<file path="config.mk">
export PLATFORM = sky130hd
export DESIGN_NAME = turn_controller
export DESIGN_NICKNAME = d
export VERILOG_FILES = /design/src/rtl/turn_controller.sv
export SDC_FILE = /design/constraint.sdc
export NUM_CORES = 1
export LEC_CHECK = 0
export BUFFER_PORTS_ARGS = -buffer_cell sky130_fd_sc_hd__clkbuf_2
export CAP_MARGIN = 25
export CELL_PAD_IN_SITES_DETAIL_PLACEMENT = 1
export CELL_PAD_IN_SITES_GLOBAL_PLACEMENT = 1
export CORE_MARGIN = 2
export CORE_UTILIZATION = 29
export CTS_CLUSTER_DIAMETER = 150
export DETAILED_ROUTE_END_ITERATION = 10
export GPL_TIMING_DRIVEN = 1
export PLACE_DENSITY_LB_ADDON = 0.08
export SLEW_MARGIN = 0
export SYNTH_ARGS = -nofsm -noshare
export SYNTH_HDL_FRONTEND = slang
export SYNTH_SLANG_ARGS = --single-unit
</file>
<file path="constraint.sdc">
create_clock -name clk -period 2.3 [get_ports clk]
set_input_delay 0.23 -clock clk [delete_from_list [all_inputs] [get_ports clk]]
set_output_delay 0.23 -clock clk [all_outputs]
set_load 0.01 [all_outputs]
</file>
<file path="src/rtl/turn_controller.sv">
// turn_controller: game-level phase sequencer.
// Drives the phase code and turn number and waits for each phase owner's
// finished pulse. It decides win/lose/draw and registers the active phase's
// pixel stream. Optional watchdog: define PHASE_TIMEOUT_EN.
//
// Handshake: the controller enters a phase and pulses phase_start_out in that
// phase's first cycle. The owning block answers with a one-cycle finished pulse.
// A pulse is accepted only from the second cycle of the phase onward, and only
// from the block that owns the phase. busy inputs are status only.
module turn_controller #(
  parameter int          MAX_TURNS      = 10,
  parameter logic [23:0] TIMEOUT_CYCLES = 24'd6_000_000
) (
  input  logic        clk,
  input  logic        rst,
  input  logic        start_in,
  input  logic        player_busy_in,
  input  logic        player_finished_in,
  input  logic        enemy_busy_in,
  input  logic        enemy_finished_in,
  input  logic        player_defeated_in,
  input  logic        enemy_defeated_in,
  input  logic [11:0] title_pixel_in,
  input  logic [11:0] player_pixel_in,
  input  logic [11:0] enemy_pixel_in,
  input  logic [11:0] result_pixel_in,
  output logic [3:0]  state_out,
  output logic [3:0]  turn_out,
  output logic        phase_start_out,
  output logic [1:0]  result_out,
  output logic        timeout_out,
  output logic [11:0] pixel_out
);

  typedef enum logic [3:0] {
    ST_TITLE  = 4'b0000,
    ST_PLAYER = 4'b0001,
    ST_RESULT = 4'b0010,
    ST_ENEMY  = 4'b1000
  } state_t;

  localparam logic [1:0] RES_NONE = 2'b00;
  localparam logic [1:0] RES_WIN  = 2'b01;
  localparam logic [1:0] RES_LOSE = 2'b10;
  localparam logic [1:0] RES_DRAW = 2'b11;
  localparam logic [3:0] MAX_TURN_VAL = 4'(MAX_TURNS);

  state_t      state_q, state_d;
  logic [3:0]  turn_d;
  logic [1:0]  result_d;
  logic        phase_start_d, timeout_d;
  logic [11:0] pixel_d;
  logic        in_phase, phase_fin, timeout_fire, phase_done;
  logic [4:0]  turn_inc;

  // busy lines and the watchdog length are not needed for sequencing.
  logic unused_ok;
  assign unused_ok = &{1'b0, player_busy_in, enemy_busy_in, TIMEOUT_CYCLES};

  // The state register is itself the registered phase code.
  assign state_out = state_q;
  assign in_phase  = (state_q == ST_PLAYER) || (state_q == ST_ENEMY);

  // Finished pulse from the phase owner, ignored during the entry cycle.
  always_comb begin
    phase_fin = 1'b0;
    if (state_q == ST_PLAYER) phase_fin = player_finished_in && !phase_start_out;
    if (state_q == ST_ENEMY)  phase_fin = enemy_finished_in && !phase_start_out;
  end

`ifdef PHASE_TIMEOUT_EN
  logic [23:0] wd_cnt;

  // Watchdog counter: zero in a phase's entry cycle, then counts phase cycles.
  always_ff @(posedge clk) begin
    if (rst)                wd_cnt <= 24'd0;
    else if (phase_start_d) wd_cnt <= 24'd0;
    else if (in_phase)      wd_cnt <= wd_cnt + 24'd1;
  end

  assign timeout_fire = in_phase && (wd_cnt == TIMEOUT_CYCLES - 24'd1);
`else
  assign timeout_fire = 1'b0;
`endif

  assign phase_done = phase_fin || timeout_fire;
  assign turn_inc   = {1'b0, turn_out} + 5'd1;

  // Next-state and next-output decision for the phase sequencer.
  always_comb begin
    state_d       = state_q;
    turn_d        = turn_out;
    result_d      = result_out;
    phase_start_d = 1'b0;
    timeout_d     = timeout_out;
    if (phase_done && !phase_fin) timeout_d = 1'b1;
    case (state_q)
      ST_TITLE: begin
        if (start_in) begin
          state_d       = ST_PLAYER;
          turn_d        = 4'd0;
          result_d      = RES_NONE;
          timeout_d     = 1'b0;
          phase_start_d = 1'b1;
        end
      end
      ST_PLAYER: begin
        if (phase_done) begin
          if (enemy_defeated_in) begin
            state_d  = ST_RESULT;
            result_d = RES_WIN;
          end else begin
            state_d       = ST_ENEMY;
            phase_start_d = 1'b1;
          end
        end
      end
      ST_ENEMY: begin
        if (phase_done) begin
          if (player_defeated_in && enemy_defeated_in) begin
            state_d  = ST_RESULT;
            result_d = RES_DRAW;
          end else if (player_defeated_in) begin
            state_d  = ST_RESULT;
            result_d = RES_LOSE;
          end else if (enemy_defeated_in) begin
            state_d  = ST_RESULT;
            result_d = RES_WIN;
          end else if (turn_inc == 5'(MAX_TURNS)) begin
            state_d  = ST_RESULT;
            result_d = RES_DRAW;
            turn_d   = MAX_TURN_VAL;
          end else begin
            state_d       = ST_PLAYER;
            turn_d        = turn_inc[3:0];
            phase_start_d = 1'b1;
          end
        end
      end
      ST_RESULT: begin
        if (start_in) state_d = ST_TITLE;
      end
      default: state_d = ST_TITLE;
    endcase
  end

  // Pixel source follows the phase currently shown on state_out.
  always_comb begin
    pixel_d = title_pixel_in;
    case (state_q)
      ST_PLAYER: pixel_d = player_pixel_in;
      ST_ENEMY:  pixel_d = enemy_pixel_in;
      ST_RESULT: pixel_d = result_pixel_in;
      default:   pixel_d = title_pixel_in;
    endcase
  end

  // All outputs registered; reset overrides everything.
  always_ff @(posedge clk) begin
    if (rst) begin
      state_q         <= ST_TITLE;
      turn_out        <= 4'd0;
      phase_start_out <= 1'b0;
      result_out      <= RES_NONE;
      timeout_out     <= 1'b0;
      pixel_out       <= 12'h000;
    end else begin
      state_q         <= state_d;
      turn_out        <= turn_d;
      phase_start_out <= phase_start_d;
      result_out      <= result_d;
      timeout_out     <= timeout_d;
      pixel_out       <= pixel_d;
    end
  end

endmodule

</file>
* Yosys cells after proc, flatten, opt, wreduce, memory -nomap -nowiden *
Cells that the tools add are included.

operators by class
  reduce and logical (&&, ||, !) cells = 10
  mux-type cells = 37
  $add $sub $neg = 1
  equal/unequal tests = 13

operators with widths
  kind                   number
  $mux W4                10
  $pmux W12 S3           1
  $mux W2                12
  $ne A2 B2 Y1 const B   8
  $pmux W4 S4            1
  $reduce_and A6 Y1      2
  $mux W1                10
  $pmux W4 S2            1
  $pmux W2 S3            1
  $add A4 B1 Y5 const B  1
  $eq A5 B4 Y1 const B   1
  $ne A5 B3 Y1 const B   1
  $eq A4 B1 Y1 const B   1
  $eq A4 B2 Y1 const B   1
  $eq A4 B4 Y1 const B   1
  $logic_not A4 Y1       1
  $reduce_and A4 Y1      1
  $logic_and A1 B1 Y1    3
  $pmux W1 S3            1
  $reduce_bool A3 Y1     1
  $reduce_bool A2 Y1     1
  $logic_not A1 Y1       1

storage, ports and cells
  register bits = 23
  bits of input ports = 57
  word-level logic and storage cells = 66
  output and inout bits = 24

* Depth between registers and ports, before layout *
Gate-level depths: netlist of run 1.

  depth after elaboration = 8
  mapped depth = 7
  depth with buffers taken out = 6

* Least setup slack after synthesis of run 1 *
No wires, ideal clock.

  path type = reg-to-reg
  start = register turn_out[1]
  end = register phase_start_out
  arrival time = 1,696 ps
  slack = 533 ps
  setup time = 70 ps
  required time = 2,230 ps
  stages on the path, launching flop included = 7
  buffers on the path = 0
  period minus slack after synthesis = 1,767 ps
  cell sequence = dfxtp_1 -> inv_1 -> ha_1 -> nor4bb_1 -> a311o_1 -> a2111o_1 -> a21oi_1

on the way
  cells in the longest elaborated chain, start to end = 8

ends and longest elaborated chain
  what                      RTL line  source
  start: declaration        28        output logic [3:0] turn_out,
  start signal: assignment  169       turn_out <= turn_d;
  $add A4 B1 Y5             87        assign turn_inc = {1'b0, turn_out} + 5'd1;
  $eq A5 B4 Y1              129       end else if (turn_inc == 5'(MAX_TURNS)) begin
  $mux W1                   129
  $mux W1                   126       end else if (enemy_defeated_in) begin
  $mux W1                   123       end else if (player_defeated_in) begin
  $mux W1                   120       if (player_defeated_in && enemy_defeated_in) begin
  $mux W1                   119       if (phase_done) begin
  $pmux W1 S3               97        case (state_q)
  end signal: assignment    170       phase_start_out <= phase_start_d;
  end: declaration          29        output logic phase_start_out,

Every way passes these cells.
A chain may end at the register's enable or synchronous reset.

* Worst setup path after layout of run 1 *
  start = register state_q[1], in the netlist state_out[1]
  end = register pixel_out[8]

on the way
  cells in the longest elaborated chain, start to end = 2
  elaborated cells on any way between the ends = 4
  classes of those cells = eq/ne (3); mux (1)

ends and longest elaborated chain
  what                                        RTL line  source
  start: declaration                          48        state_t state_q, state_d;
  start signal: assignment                    168       state_q <= state_d;
  $eq A4 B2 Y1, or another cell as far along  150       case (state_q)
  $pmux W12 S3 *                              150
  end signal: assignment                      173       pixel_out <= pixel_d;
  end: declaration                            32        output logic [11:0] pixel_out

Mark *: on every way between the ends. The rest lies on a longest branch, timed or not.

==> impl_metrics.py, run 1 <==
metrics = {
    "run_status": {
        "status": "finished clean",
    },
    "die": {
        "initial_core_util_pct": 29.9,
        "die_height_um": 70.8,
        "rows": 24,
        "fp.dieArea_um2": 5010,
        "count_of_pins_on_the_block_boundary": 81,
        "core_region_area_um2": 4320,
        "die_width_um": 70.8,
    },
    "detailed_routing": {
        "route.antenna.remaining_nets": 0,
        "route.detailed.drc": 0,
        "drt-pass1-iter-count": 4,
        "drt_wl_total_um": 4420,
        "routedWlPerCell_um": 15.8,
        "detailedRoute.firstIterationViolations": 39,
        "route.vias.total": 1496,
        "post_drt_via_cell_ratio": 5.36,
    },
    "finish": {
        "layout-drive-gt1-share_pct": 37.9,
        "filler_cell_count": 555,
        "finalNetCount": 288,
        "antenna_cells": 0,
        "syn_to_final_growth_pct": 34.0,
    },
    "logic_synthesis": {
        "synth_top_cells_by_area": "sky130_fd_sc_hd__dfxtp_1 (34%), sky130_fd_sc_hd__o21a_1 (7.5%), sky130_fd_sc_hd__a211oi_1 (7.0%)",
        "synth_edf_count": 0,
        "synth.lib_cells_used.distinct": 44,
        "synth_common_cells": "sky130_fd_sc_hd__dfxtp_1 (22), sky130_fd_sc_hd__nor2_1 (16), sky130_fd_sc_hd__o21a_1 (13), sky130_fd_sc_hd__o22ai_1 (13), sky130_fd_sc_hd__a211oi_1 (12)",
        "post_synth_top_area_share_pct": 34.0,
        "post-synth-top-area-cell": "sky130_fd_sc_hd__dfxtp_1",
        "synthesis.instances": 157,
        "syn-cell-area_um2": 1290,
        "postSynthAreaPerCell_um2": 8.24,
        "ys.flop_type": "sky130_fd_sc_hd__dfxtp_1",
        "ys_seq_elements": 22,
        "yosysMostFrequentCell": "sky130_fd_sc_hd__dfxtp_1",
        "ys_seq_area_share_pct": 34.0,
        "yosysWarnings": 0,
        "synthArstFlopShare_pct": 0,
    },
    "timing": {
        "setup_total_negative_slack_ns": 0,
        "grt_setup_unrepaired": "false",
        "period_share_pct": 89.8,
        "fmax_mhz": 484,
        "skew_ns": 0.00123,
        "finalSetupViolations": 0,
        "finalHoldViolCount": 0,
        "period_minus_slack_ns": 2.06,
        "worst_pin_slew_ns": 0.583,
        "timing.final.ws_setup_ns": 0.235,
        "slew-limit-headroom_pct": 61.2,
        "finalMaxSlewViolations": 0,
    },
    "clock_network": {
        "cts-root-to-sink-buffers": 2,
        "tritoncts.num_buffers": 3,
        "cts.sinks": 22,
        "post-cts-setup-buffers": 0,
        "htree_num_levels": 1,
        "insertion_delay_ns": 0.26,
        "post_cts_resize_count": 0,
        "tritoncts_clock_tree": "built",
        "cts_hold_buffers_added": 0,
        "path_clk_slew_ns": 0.08,
        "clockRootBuffer": "sky130_fd_sc_hd__clkbuf_8",
    },
    "placed_design": {
        "hpwlAfterDp_um": 3300,
        "buffer_ports.inserted": 76,
        "routability_congestion": 0.780,
        "dpl_worst_slack_ns": 0.290,
    },
    "global_route": {
        "groute.usage.overall_pct": 18.2,
        "number_of_global_route_vias_before_repair": 1595,
        "global_route.overflow_total": 0,
        "maximum_number_of_pins_on_one_net_before_global_route_repair": 26,
        "first_pass_grt_wire_length_um": 7380,
        "antenna_violations_before_repair": 0,
    },
    "power_and_ir_drop": {
        "pwr_density_cell_nw_per_um2": 856,
        "static-leakage-power_nw": 0.795,
        "power.ir.vdd_worst_mv": 0.280,
    },
    "critical_path": {
        "startpoint_class": "flip-flop",
        "worst_ep_arrival_time_ns": 2.22,
        "criticalPathCategory": "flip-flop to flip-flop",
        "worst_setup_path_end_kind": "flip-flop",
        "worstPathMaxFanout": 14,
        "timing.critical_path.required_ns": 2.46,
    },
    "hold_path": {
        "worst_hold_path_type": "input port to flip-flop",
    },
    "run": {
        "number_of_violations_of_the_max_capacitance_limit": 0,
    },
}
## critical path, stage by stage (launching register included)
cell and delay, ns:
sky130_fd_sc_hd__dfxtp_1 0.62, sky130_fd_sc_hd__or3b_1 0.56, sky130_fd_sc_hd__nand2_1 0.46, sky130_fd_sc_hd__o21a_1 0.31
## per-layer routing
layer / track usage (%) / routed length [µm]
met1: 23.2 / 1950
met2: 30.5 / 2220
met3: 3.42 / 240
met4: 6.50 / 19
met5: 0 / 0
## metrics by stage
| step | hold slack, ns | util, % | area (µm²) | power, W | cells |
|---|---|---|---|---|---|
| 5_1_grt | 0.177 | 40.1 | 1730 | 0.00161 | 279 |
| 3_3_place_gp | 0.440 | 39.1 | 1690 | 0.00123 | 276 |
| 3_5_place_dp | 0.445 | 39.1 | 1690 | 0.00125 | 276 |
| 6_report | 0.174 | 40.1 | 1730 | 0.00148 | 279 |
| 4_1_cts | 0.167 | 40.1 | 1730 | 0.00151 | 279 |
| 2_1_floorplan | 0.354 | - | 1300 | 0.000996 | 158 |
## state kept, by name, summed over array words and instances, names as in the netlist
signal	cells
pixel_out	12
turn_out	4
state_out	3
result_out	2
phase_start_out	1
## logic make-up (layout without fill, tap and decap cells)
kind of cell | count (synthesis) | after routing | share of synthesized area, %
flip-flops | 22 | 22 | 34.0
multiplexers | 1 | 1 | 0.774
other | 1 | 2 | 0.290
AND/OR/NAND/NOR | 46 | 46 | 20.5
AO/OA/AOI/OAI | 66 | 66 | 34.8
adder cells (fa/ha/maj) | 2 | 2 | 1.93
buffers and inverters | 19 | 88 | 7.64
## layout by cell type, fill, tap and decap left out, types with 2 or more instances in the layout
cell type                  instances
sky130_fd_sc_hd__a31oi_1           2
sky130_fd_sc_hd__a211oi_1         12
sky130_fd_sc_hd__nor2b_1           2
sky130_fd_sc_hd__nand3b_1          2
sky130_fd_sc_hd__nor2_1           16
sky130_fd_sc_hd__nand2b_1          5
sky130_fd_sc_hd__conb_1            2
sky130_fd_sc_hd__a21oi_1          10
sky130_fd_sc_hd__clkbuf_2         76
sky130_fd_sc_hd__nor3b_1           2
sky130_fd_sc_hd__nand2_1           6
sky130_fd_sc_hd__buf_4             4
sky130_fd_sc_hd__dfxtp_1          22
sky130_fd_sc_hd__or4_1             3
sky130_fd_sc_hd__o21ai_0           6
sky130_fd_sc_hd__clkbuf_8          3
sky130_fd_sc_hd__ha_1              2
sky130_fd_sc_hd__o21a_1           13
sky130_fd_sc_hd__inv_1             4
sky130_fd_sc_hd__o22ai_1          13
## where the power goes
| group | internal [W] | switching, W | leakage, nW |
|---|---|---|---|
| clock | 0.000117 | 0.000128 | 0.0216 |
| sequential | 0.000475 | 0.0000791 | 0.182 |
| combinational | 0.000305 | 0.000380 | 0.592 |
## layout make-up
| cell class | instances | area (µm²) | area share, % |
|---|---|---|---|
| multi-input cells | 117 | 758 | 43.7 |
| flip-flops and latches | 22 | 440 | 25.4 |
| repair buffers | 80 | 410 | 23.7 |
| well taps | 52 | 65.1 | 3.75 |
| clock buffers | 3 | 41.3 | 2.38 |
| inverters | 5 | 18.8 | 1.08 |
## path summary, 6_finish.rpt
check / start / to / slack [ns] / cells past startpoint
max reg2reg: state_out[1] / pixel_out[8] / 0.24 / 3
max: state_out[1] / pixel_out[8] / 0.24 / 3
min: title_pixel_in[4] / pixel_out[4] / 0.17 / 2
min reg2reg: result_out[0] / result_out[0] / 0.48 / 2
(Power assumes the default switching activity.)
==> run 2: changes to the inputs <==
--- a/config.mk
+++ b/config.mk
@@ -10,6 +10,5 @@
 export CELL_PAD_IN_SITES_DETAIL_PLACEMENT = 1
-export CELL_PAD_IN_SITES_GLOBAL_PLACEMENT = 1
+export CELL_PAD_IN_SITES_GLOBAL_PLACEMENT = 2
 export CORE_MARGIN = 2
-export CORE_UTILIZATION = 29
-export CTS_CLUSTER_DIAMETER = 150
+export CORE_UTILIZATION = 22
 export DETAILED_ROUTE_END_ITERATION = 10
--- a/constraint.sdc
+++ b/constraint.sdc
@@ -3,2 +3,2 @@
 set_output_delay 0.23 -clock clk [all_outputs]
-set_load 0.01 [all_outputs]
+set_load 0.005 [all_outputs]
==> run 2 against run 1 <==
  * Power grew 5.9%
  * Critical path type unchanged
  * Highest routed layer unchanged
  * Critical endpoint is now turn_out[0]
  * Worst hold slack worse by 0.010 ns
  * Cell area increased by 3.2%
  * Final cell count up 7.5%
==> impl_metrics.py, run 2 (same netlist as run 1, synthesis figures left out) <==
metrics = {
    "die": {
        "rows": 27,
        "initial_core_util_pct": 23.1,
        "count_of_pins_on_the_block_boundary": 81,
        "die_width_um": 80.7,
        "fp.dieArea_um2": 6510,
        "core_region_area_um2": 5610,
        "die_height_um": 80.7,
    },
    "detailed_routing": {
        "drt-pass1-iter-count": 4,
        "route.antenna.remaining_nets": 0,
        "post_drt_via_cell_ratio": 4.95,
        "detailedRoute.firstIterationViolations": 61,
        "route.vias.total": 1485,
        "drt_wl_total_um": 4600,
        "route.detailed.drc": 0,
        "routedWlPerCell_um": 15.3,
    },
    "finish": {
        "layout-drive-gt1-share_pct": 38.2,
        "layout_commonest_cell": "sky130_fd_sc_hd__clkbuf_2",
        "most_frequent_cells_in_the_layout": "sky130_fd_sc_hd__clkbuf_2 (76), sky130_fd_sc_hd__dfxtp_1 (22), sky130_fd_sc_hd__nor2_1 (16), sky130_fd_sc_hd__o22ai_1 (13), sky130_fd_sc_hd__o21a_1 (13)",
        "syn_to_final_growth_pct": 38.3,
        "finalNetCount": 288,
        "largest_register_ffs": 12,
        "antenna_cells": 0,
        "final_cell_area_um2": 1790,
        "top_register": "pixel_out",
    },
    "timing": {
        "slew-limit-headroom_pct": 62.3,
        "period_share_pct": 84.8,
        "finalHoldViolCount": 0,
        "fmax_mhz": 513,
        "setup_total_negative_slack_ns": 0,
        "finalMaxSlewViolations": 0,
        "worst_pin_slew_ns": 0.563,
        "timing.final.ws_setup_ns": 0.349,
        "period_minus_slack_ns": 1.95,
        "finalSetupViolations": 0,
        "skew_ns": 0.00220,
        "grt_setup_unrepaired": "false",
    },
    "global_route": {
        "groute.usage.overall_pct": 14.2,
        "antenna_violations_before_repair": 0,
        "number_of_global_route_vias_before_repair": 1527,
        "global_route.overflow_total": 0,
        "first_pass_grt_wire_length_um": 7210,
        "maximum_number_of_pins_on_one_net_before_global_route_repair": 26,
    },
    "placed_design": {
        "hpwlAfterDp_um": 3490,
        "dpl_worst_slack_ns": 0.308,
        "buffer_ports.inserted": 76,
        "detailed_place.area_um2": 1720,
        "routability_congestion": 0.769,
    },
    "critical_path": {
        "criticalPathCategory": "flip-flop to flip-flop",
        "worst_ep_arrival_time_ns": 2.14,
        "source_of_the_worst_register_to_register_timing_path": "state_out[3]",
        "timing.critical_path.required_ns": 2.49,
        "worstPathMaxFanout": 14,
        "startpoint_class": "flip-flop",
        "worst_setup_path_end_kind": "flip-flop",
        "reg2reg_to": "turn_out[0]",
        "rrSetupSlack_ns": 0.35,
        "reg2regPathDepth": 3,
    },
    "hold_path": {
        "worst_hold_path_type": "input port to flip-flop",
        "timing.hold.worst_endpoint": "pixel_out[1]",
        "hp-start": "title_pixel_in[1]",
        "timing.hold.worst_path_depth": 2,
    },
    "clock_network": {
        "post-cts-setup-buffers": 0,
        "tritoncts_clock_tree": "built",
        "cts_hold_buffers_added": 0,
        "cts-root-to-sink-buffers": 2,
        "htree_num_levels": 1,
        "tritoncts.num_buffers": 3,
        "path_clk_slew_ns": 0.09,
        "insertion_delay_ns": 0.27,
        "clockRootBuffer": "sky130_fd_sc_hd__clkbuf_8",
        "cts.sinks": 22,
        "post_cts_resize_count": 0,
    },
    "power_and_ir_drop": {
        "power.ir.vdd_worst_mv": 0.297,
        "pwr_density_cell_nw_per_um2": 879,
        "static-leakage-power_nw": 0.809,
    },
    "run_status": {
        "status": "finished clean",
    },
    "run": {
        "number_of_violations_of_the_max_capacitance_limit": 0,
    },
}
==> run 2: cell types whose count changed in the layout (fill, tap and decap cells not counted) <==
cell and change:
sky130_fd_sc_hd__bufinv_16 +1
==> run 2: power by group <==
group	internal [W]	switching (W)	leakage (nW)	total, W
clock	0.000233	0.000141	0.0357	0.000374
sequential	0.000476	0.0000772	0.182	0.000553
combinational	0.000304	0.000342	0.592	0.000646
total	0.00101	0.000560	0.809	0.00157
==> run 2: layer usage <==
layer,GRT usage [%],part of all wire [%],up-vias
met4,4.24,0.96,0
met2,24.5,48,49
met3,2.47,5.9,4
met1,17.9,45,705
li1,-,-,727
met5,0,0,-
==> run 2: final cells by class <==
type	count	area, µm²
Sequential cell	22	440
Tap cell	72	90.1
Clock buffer	3	41.3
Timing Repair Buffer	80	410
Multi-Input combinational cell	117	758
Clock inverter	1	30.0
Fill cell	718	3820
Inverter	5	18.8
==> run 2: through the flow <==
stage / hold WS, ns / power [W] / instances / utilization, %
6_report: 0.163 / 0.00157 / 300 / 31.9
5_1_grt: 0.153 / 0.00170 / 300 / 31.9
4_1_cts: 0.154 / 0.00160 / 300 / 31.9
3_5_place_dp: 0.444 / 0.00121 / 296 / 30.6
3_3_place_gp: 0.440 / 0.00120 / 296 / 30.6
2_1_floorplan: 0.354 / 0.000959 / 158 / -
==> run 2: how the worst max path moves through the flow <==
stage / start / endpoint / slack (ns)
2_1_floorplan: turn_out[1] / phase_start_out / 0.58
3_3_place_gp: state_out[0] / pixel_out[9] / 0.32
3_5_place_dp: state_out[0] / pixel_out[6] / 0.31
4_1_cts: state_out[0] / pixel_out[6] / 0.30
5_1_grt: state_out[0] / pixel_out[6] / 0.14
6_report: state_out[3] / turn_out[0] / 0.35
==> run 2: worst max-delay path, cell delays in order, from the launching register on <==
cell and delay, ns:
sky130_fd_sc_hd__dfxtp_1 0.56, sky130_fd_sc_hd__or3b_1 0.62, sky130_fd_sc_hd__or4_1 0.54, sky130_fd_sc_hd__a21oi_1 0.15
